===== config.mk =====
export PLATFORM = sky130hd
export DESIGN_NAME = reservation_station
export DESIGN_NICKNAME = d
export VERILOG_FILES = /design/src/rtl/reservation_station.sv
export SDC_FILE = /design/constraint.sdc
export NUM_CORES = 1
export LEC_CHECK = 0
export BUFFER_PORTS_ARGS = -buffer_cell sky130_fd_sc_hd__buf_2
export CAP_MARGIN = 15
export CORE_AREA = 2 2 109 111
export DETAILED_ROUTE_END_ITERATION = 16
export DIE_AREA = 0 0 111 113
export HOLD_SLACK_MARGIN = 0.02
export PLACE_DENSITY = 0.81
export SYNTH_ARGS = -nofsm -noshare
export SYNTH_HDL_FRONTEND = slang
export SYNTH_SLANG_ARGS = --single-unit

===== constraint.sdc =====
create_clock -name clk -period 3.1 [get_ports clk]
set_input_delay 0.31 -clock clk [delete_from_list [all_inputs] [get_ports clk]]
set_output_delay 0.31 -clock clk [all_outputs]
set_load 0.02 [all_outputs]

===== src/rtl/reservation_station.sv =====
// Single-entry reservation station between the instruction queue and one ALU.
// Captures a control word plus operands or producer tags on load, snoops the
// CDB until both operands are known, then offers the op with valid/ready.
// Optional feature macro: RS_WAKEUP_BYPASS_EN. When it is defined, a CDB
// broadcast that resolves the last operand issues in the same cycle.
//
// state | meaning
// EMPTY | no entry held, empty=1
// WAIT  | entry held, at least one operand still waiting on the CDB
// READY | both operands known, issue_valid=1 until accepted

package tomasula_types;
    typedef struct packed {
        logic [3:0]  op;
        logic [4:0]  src1_reg;
        logic        src1_valid;
        logic [4:0]  src2_reg;
        logic        src2_valid;
        logic [31:0] src2_data;
        logic [2:0]  funct3;
        logic        funct7;
        logic [4:0]  rd;
        logic [31:0] pc;
    } ctl_word;
endpackage

module reservation_station #(
    parameter int TAG_W  = 3,
    parameter int DATA_W = 32
) (
    input  logic                   clk,
    input  logic                   rst,
    input  logic                   flush,
    input  logic                   load,
    input  tomasula_types::ctl_word control_i,
    input  logic [TAG_W-1:0]       rob_tag_i,
    input  logic                   rf1_busy,
    input  logic                   rf2_busy,
    input  logic [TAG_W-1:0]       rf1_tag,
    input  logic [TAG_W-1:0]       rf2_tag,
    input  logic [DATA_W-1:0]      rf1_data,
    input  logic [DATA_W-1:0]      rf2_data,
    input  logic                   cdb_valid,
    input  logic [TAG_W-1:0]       cdb_tag,
    input  logic [DATA_W-1:0]      cdb_data,
    output logic                   empty,
    output logic                   issue_valid,
    input  logic                   issue_ready,
    output logic [3:0]             issue_op,
    output logic [2:0]             issue_funct3,
    output logic                   issue_funct7,
    output logic [DATA_W-1:0]      issue_a,
    output logic [DATA_W-1:0]      issue_b,
    output logic [TAG_W-1:0]       issue_tag
);

    localparam logic [1:0] EMPTY = 2'd0;
    localparam logic [1:0] WAIT  = 2'd1;
    localparam logic [1:0] READY = 2'd2;

    logic [1:0]        state_q;
    logic [DATA_W-1:0] a_q, b_q;
    logic [TAG_W-1:0]  a_tag_q, b_tag_q;
    logic              a_rdy_q, b_rdy_q;
    logic [3:0]        op_q;
    logic [2:0]        funct3_q;
    logic              funct7_q;
    logic [TAG_W-1:0]  tag_q;

    logic [DATA_W-1:0] cap_a, cap_b;
    logic              cap_a_rdy, cap_b_rdy;
    logic              a_wake, b_wake, last_wake;

    // rd is tracked by the ROB, not needed here
    logic unused_ctl;
    assign unused_ctl = ^control_i.rd;

    // Operand A at capture: pc, x0, forwarded CDB value, regfile value or a pending tag
    always_comb begin
        cap_a     = '0;
        cap_a_rdy = 1'b1;
        if (!control_i.src1_valid) begin
            cap_a = DATA_W'(control_i.pc);
        end else if (control_i.src1_reg == 5'd0) begin
            cap_a = '0;
        end else if (rf1_busy) begin
            if (cdb_valid && (cdb_tag == rf1_tag)) begin
                cap_a = cdb_data;
            end else begin
                cap_a_rdy = 1'b0;
            end
        end else begin
            cap_a = rf1_data;
        end
    end

    // Operand B at capture: immediate first, otherwise the same regfile path as A
    always_comb begin
        cap_b     = '0;
        cap_b_rdy = 1'b1;
        if (control_i.src2_valid) begin
            cap_b = DATA_W'(control_i.src2_data);
        end else if (control_i.src2_reg == 5'd0) begin
            cap_b = '0;
        end else if (rf2_busy) begin
            if (cdb_valid && (cdb_tag == rf2_tag)) begin
                cap_b = cdb_data;
            end else begin
                cap_b_rdy = 1'b0;
            end
        end else begin
            cap_b = rf2_data;
        end
    end

    assign a_wake    = (state_q == WAIT) && !a_rdy_q && cdb_valid && (cdb_tag == a_tag_q);
    assign b_wake    = (state_q == WAIT) && !b_rdy_q && cdb_valid && (cdb_tag == b_tag_q);
    assign last_wake = (state_q == WAIT) && (a_rdy_q || a_wake) && (b_rdy_q || b_wake);

    assign empty        = (state_q == EMPTY);
    assign issue_op     = op_q;
    assign issue_funct3 = funct3_q;
    assign issue_funct7 = funct7_q;
    assign issue_tag    = tag_q;

`ifdef RS_WAKEUP_BYPASS_EN
    logic byp_fire;
    // A squash in the same cycle must not let the bypassed op escape
    assign byp_fire    = last_wake && !rst && !flush;
    assign issue_valid = (state_q == READY) || byp_fire;
    assign issue_a     = a_wake ? cdb_data : a_q;
    assign issue_b     = b_wake ? cdb_data : b_q;
`else
    assign issue_valid = (state_q == READY);
    assign issue_a     = a_q;
    assign issue_b     = b_q;
`endif

    // Entry state: capture on load, CDB wakeup in WAIT, release on handshake
    always_ff @(posedge clk) begin
        if (rst || flush) begin
            state_q  <= EMPTY;
            a_q      <= '0;
            b_q      <= '0;
            a_tag_q  <= '0;
            b_tag_q  <= '0;
            a_rdy_q  <= 1'b0;
            b_rdy_q  <= 1'b0;
            op_q     <= '0;
            funct3_q <= '0;
            funct7_q <= 1'b0;
            tag_q    <= '0;
        end else begin
            case (state_q)
                EMPTY: begin
                    if (load) begin
                        a_q      <= cap_a;
                        b_q      <= cap_b;
                        a_tag_q  <= rf1_tag;
                        b_tag_q  <= rf2_tag;
                        a_rdy_q  <= cap_a_rdy;
                        b_rdy_q  <= cap_b_rdy;
                        op_q     <= control_i.op;
                        funct3_q <= control_i.funct3;
                        funct7_q <= control_i.funct7;
                        tag_q    <= rob_tag_i;
                        state_q  <= (cap_a_rdy && cap_b_rdy) ? READY : WAIT;
                    end
                end
                WAIT: begin
                    if (a_wake) begin
                        a_q     <= cdb_data;
                        a_rdy_q <= 1'b1;
                    end
                    if (b_wake) begin
                        b_q     <= cdb_data;
                        b_rdy_q <= 1'b1;
                    end
                    if (last_wake) begin
`ifdef RS_WAKEUP_BYPASS_EN
                        state_q <= issue_ready ? EMPTY : READY;
`else
                        state_q <= READY;
`endif
                    end
                end
                READY: begin
                    if (issue_ready) begin
                        state_q <= EMPTY;
                    end
                end
                default: state_q <= EMPTY;
            endcase
        end
    end

endmodule


-- Word-level counts from Yosys, hierarchy flattened
Cells that the tools add are included.
- equal/unequal tests: 11
- reductions and logical operators: 24
- multiplexer cells: 33
- operator list (operator ; number):
    $mux 32 ; 12
    $pmux 32 s2 ; 2
    $eq 3x3->1 ; 4
    $mux 1 ; 12
    $logic_and 1x1->1 ; 11
    $logic_not 5->1 ; 2
    $reduce_and 3->1 ; 3
    $mux 2 ; 4
    $ne 2x2->1 const B ; 4
    $pmux 2 s3 ; 1
    $pmux 1 s2 ; 2
    $logic_or 1x1->1 ; 3
    $eq 2x1->1 const B ; 1
    $eq 2x2->1 const B ; 1
    $logic_not 1->1 ; 2
    $logic_not 2->1 ; 1
    $ne 2x1->1 const B ; 1
    $reduce_and 2->1 ; 1
    $reduce_bool 2->1 ; 1
- output and inout port bits: 77
- bits of input ports: 205
- register bits after elaboration: 85

-- Depth between registers and ports, before layout
- depth in word-level cells: 10
- gate-level depth with buffers: 9

-- Worst setup path before layout
No wires, ideal clock.
- path kind: register to register
- start: reg state_q[0]
- end: reg b_q[16], in the netlist issue_b[16]
- path buffers: 2
- arrival: 1700 ps
- setup slack: 1256 ps
- period minus slack after synthesis: 1844 ps
- data required time: 2956 ps
- stages on the path, launching flop included: 8
- cells stage by stage: dfxtp_1 > nor2_1 > nand2_1 > o31ai_2 > buf_4 > buf_4 > mux2i_1 > o22ai_1
- RTL lines (what ; RTL line ; text):
    start: declaration ; 61 ; logic [1:0] state_q;
    start signal: assignment ; 167 ; state_q <= (cap_a_rdy && cap_b_rdy) ? READY : WAIT;
    $logic_not 2->1 * ; - ;
    via empty ; 46 ; output logic empty,
    $ne 2x2->1 (no source line) / $reduce_bool 2->1 (equally long branches) ; - ;
    $reduce_and 3->1 (no source line) ; - ;
    end signal: assignment ; 158 ; b_q <= cap_b;
    end signal: assignment ; 176 ; b_q <= cdb_data;
    end: declaration ; 62 ; logic [DATA_W-1:0] a_q, b_q;
The timed path passes the listed nets; every way through them passes the cells marked *.
A chain may end at the register's enable or synchronous reset.

-- Worst setup path after layout
- start: reg state_q[1]
- end: reg b_q[13], in the netlist issue_b[13]
- word-level cells in the longest chain between the ends: 6
- RTL lines (what ; RTL line ; text):
    $eq 2x1->1 ; 117, 154 ;
    $logic_and 1x1->1 (3 in series) ; 117 ; assign b_wake = (state_q == WAIT) && !b_rdy_q && cdb_valid && (cdb_tag == b_tag_q);
    $ne 2x2->1 (no source line) ; - ;
    $reduce_and 3->1 (no source line) ; - ;
Several ways; a longest one is shown, not always the timed one.

==> summary.txt <==
Status
  • Status: complete, no violations

Global routing
  • Vias in the first global route: ~5.3k
  • Initial antenna violation count: 0
  • GR Overflow Total: 0
  • Largest net degree at the start of global routing: 37
  • GRT Total Usage: a little over a quarter
  • First-pass GRT wire length: between 20 and 30 mm

Floorplan
  • Core Region: between 10,000 and 15,000 um^2
  • DIE AREA: around 13,000 um^2
  • Starting Density: between 40% and 50%
  • Io pins: approximately 280
  • Die height: between 100 and 150 um
  • Chip Width: ~110 um
  • Rows: 39

Place
  • IO buf count: 276
  • GP Congestion: 0.8421
  • Placed cells: just under 900
  • Post-DP HPWL: between 10 and 15 mm

Worst setup path
  • R2R setup slack: between 700 and 800 ps
  • Critical R2R Capture: issue_b[13]
  • CP arrival: 2630 ps
  • Worst EP required: approximately 3400 ps
  • Worst flop-to-flop path startpoint: state_q[1]
  • Cells on worst reg2reg path: 6
  • Setup crit start kind: flip-flop
  • Worst Path Max Fanout: 21
  • Critical path type: flip-flop to flip-flop
  • Crit end category: flip-flop

Clock tree
  • Clock sinks: 85
  • Post-CTS Setup Bufs: 0
  • Resized cells post-CTS: 0
  • Clock-pin slew of the registers on the worst-case setup and hold paths: about 60 ps
  • CTS root buffer: clkbuf_16
  • CTS buffer count: 9
  • Insertion delay to the later sink of the worst-skew pair: about 340 ps
  • # hold bufs at CTS: 0
  • H-tree levels: 3
  • Clock buffer depth: 2
  • CTS tree: built

STA
  • RSZ-0062 raised after global routing: false
  • Final setup fails: 0
  • Min Tclk post-route: 2370 ps
  • Hold Vio Cnt, Final: 0
  • Fmax: between 400 and 500 MHz
  • Final Cycle Share: approximately three quarters
  • Rel. slew slack: approximately 25%
  • Post-Route Setup TNS: 0 ps
  • Worst-Margin Slew: between 1000 and 1500 ps
  • Skew final: approximately 7.1 ps
  • Max Slew Vio Count: 0

Synthesis
  • Most common library cells after synthesis: dfxtp_1, o22ai_1, a21oi_1
  • Share of the synthesized area in the top cell type: a little over a third
  • Synth area leaders: dfxtp_1, o22ai_1, mux2i_1
  • EDFF count, synth: 0
  • Area leader, netlist: dfxtp_1
  • Syn Area/Cell: around 9 um^2
  • Syn_nets: 722
  • Register area share after synthesis: a little over a third
  • Yosys reg bits: 85
  • Post-synth cell types: 44
  • Synth async-reset ratio: 0%
  • Synthesized area: between 4000 and 5000 um^2
  • Cells after Synth: between 500 and 600
  • Top FF cell, synth: dfxtp_1
  • Synth warn: 0

Drt
  • Post-Route WL: approximately 17 mm
  • WL/cell: 19.16 um
  • First-pass DRT Iterations: 5
  • Post-route antenna net violation count: 0
  • Starting DRT DRC Count: about 490
  • Vias/cell: between 5 and 6
  • Routed vias: 5,316
  • DRC: 0

Min path
  • Worst min path class: input pin to flip-flop
  • Hold Path Stages: 2
  • Hold_sp: issue_ready
  • Hold Path Sink: state_q[1]

Layout
  • Final cell count without fillers: about 910
  • N_diodes: 0
  • Area growth, synth to finish: 35.09%
  • Layout cell share with drive strength beyond 1: between 40% and 50%
  • NumNets Final: around 970

Power and ir drop
  • VDD IR-drop max: 280.1 uV
  • P per Cell Area: around 450 nW/um^2
  • Leakage: 2.987 nW

Flow run
  • Max-Cap Viols: 0
worst max-delay path, stage by stage (launching register included):
cell,delay [ps]
dfxtp_1,480
nand2b_1,480
and2_1,660
buf_12,250
a22o_1,140
mux2i_1,60
o22ai_1,200
state kept, by name (all words and copies together), names as in the netlist:
name and count:
a_tag_q 3, issue_a 32, issue_funct7 1, issue_funct3 3, a_rdy_q 1, issue_tag 3, issue_op 4, issue_b 32
b_rdy_q 1, state_q 2, b_tag_q 3
power breakdown:
group	internal (W)	switching, W	total [W]
logic	0.000299	0.000394	0.000693
clock network	0.000542	0.000408	0.000951
registers	0.00114	0.0000263	0.00117
cell families (layout without fill, tap and decap cells):
kind of cell	Yosys count	in the layout	share of synthesized area [%]
buf+inv	60	305	7.033
compound gates	238	238	35.87
xor+xnor	12	12	2.738
flops	85	85	36.51
simple gates	75	75	7.731
mux	47	47	10.12
layer usage:
layer	global-route usage, %	vias to the layer above	routed length [um]
met5	0	-	0
met4	11.67	0	435
met3	5.678	35	1321
met2	45.64	293	8327
met1	32.02	2491	7260
li1	-	2497	-
final cells by class:
| cell class | instances | area (um^2) |
|---|---|---|
| fill | 1093 | 4976 |
| multi-input combinational | 372 | 2655 |
| sequential | 85 | 1702 |
| timing repair buffer | 291 | 1506 |
| clock buffer | 11 | 242.7 |
| tap | 143 | 178.9 |
| inverter | 3 | 11.26 |
through the flow:
stage / cell area (um^2) / total power [W] / utilization, % / hold slack, ps / setup slack (ps)
after floorplan: 4661 / 0.001604 / - / 404.3 / 1256
after global placement: 6053 / 0.001866 / 53.70 / 440.2 / 877.9
after detailed placement: 6053 / 0.001875 / 53.70 / 443.0 / 802.0
after CTS: 6296 / 0.002830 / 55.86 / 149.4 / 793.7
after global routing: 6296 / 0.002936 / 55.86 / 166.6 / 637.5
final: 6296 / 0.002810 / 55.86 / 165.6 / 729.6
worst max path at each step:
stage          startpoint          end  slack (ps)  cells past startpoint
3_5_place_dp   state_q[1]  issue_b[25]         800                      6
4_1_cts        state_q[1]  issue_b[11]         790                      6
6_report       state_q[1]  issue_b[13]         730                      6
3_3_place_gp   state_q[1]  issue_b[15]         880                      6
5_1_grt        state_q[1]  issue_b[10]         640                      6
2_1_floorplan  state_q[0]  issue_b[16]        1260                      7
placed cells by master (no fill, tap or decap), types with 2 or more instances in the layout:
cell,n
nand4_1,5
nand2_1,43
o22ai_2,10
buf_4,14
a22o_1,45
clkbuf_16,9
a31oi_1,2
xnor2_1,9
inv_1,3
and2_1,3
mux2i_1,46
o22ai_1,85
buf_2,276
a222oi_1,3
nor3_1,2
dfxtp_1,85
nand3_1,3
xnor2_2,3
nor2_2,3
a32oi_1,14
nand4_2,2
a21oi_1,49
nor2_1,8
o31ai_4,2
o21ai_0,19
No activity file was read; power rests on OpenSTA's default activity.
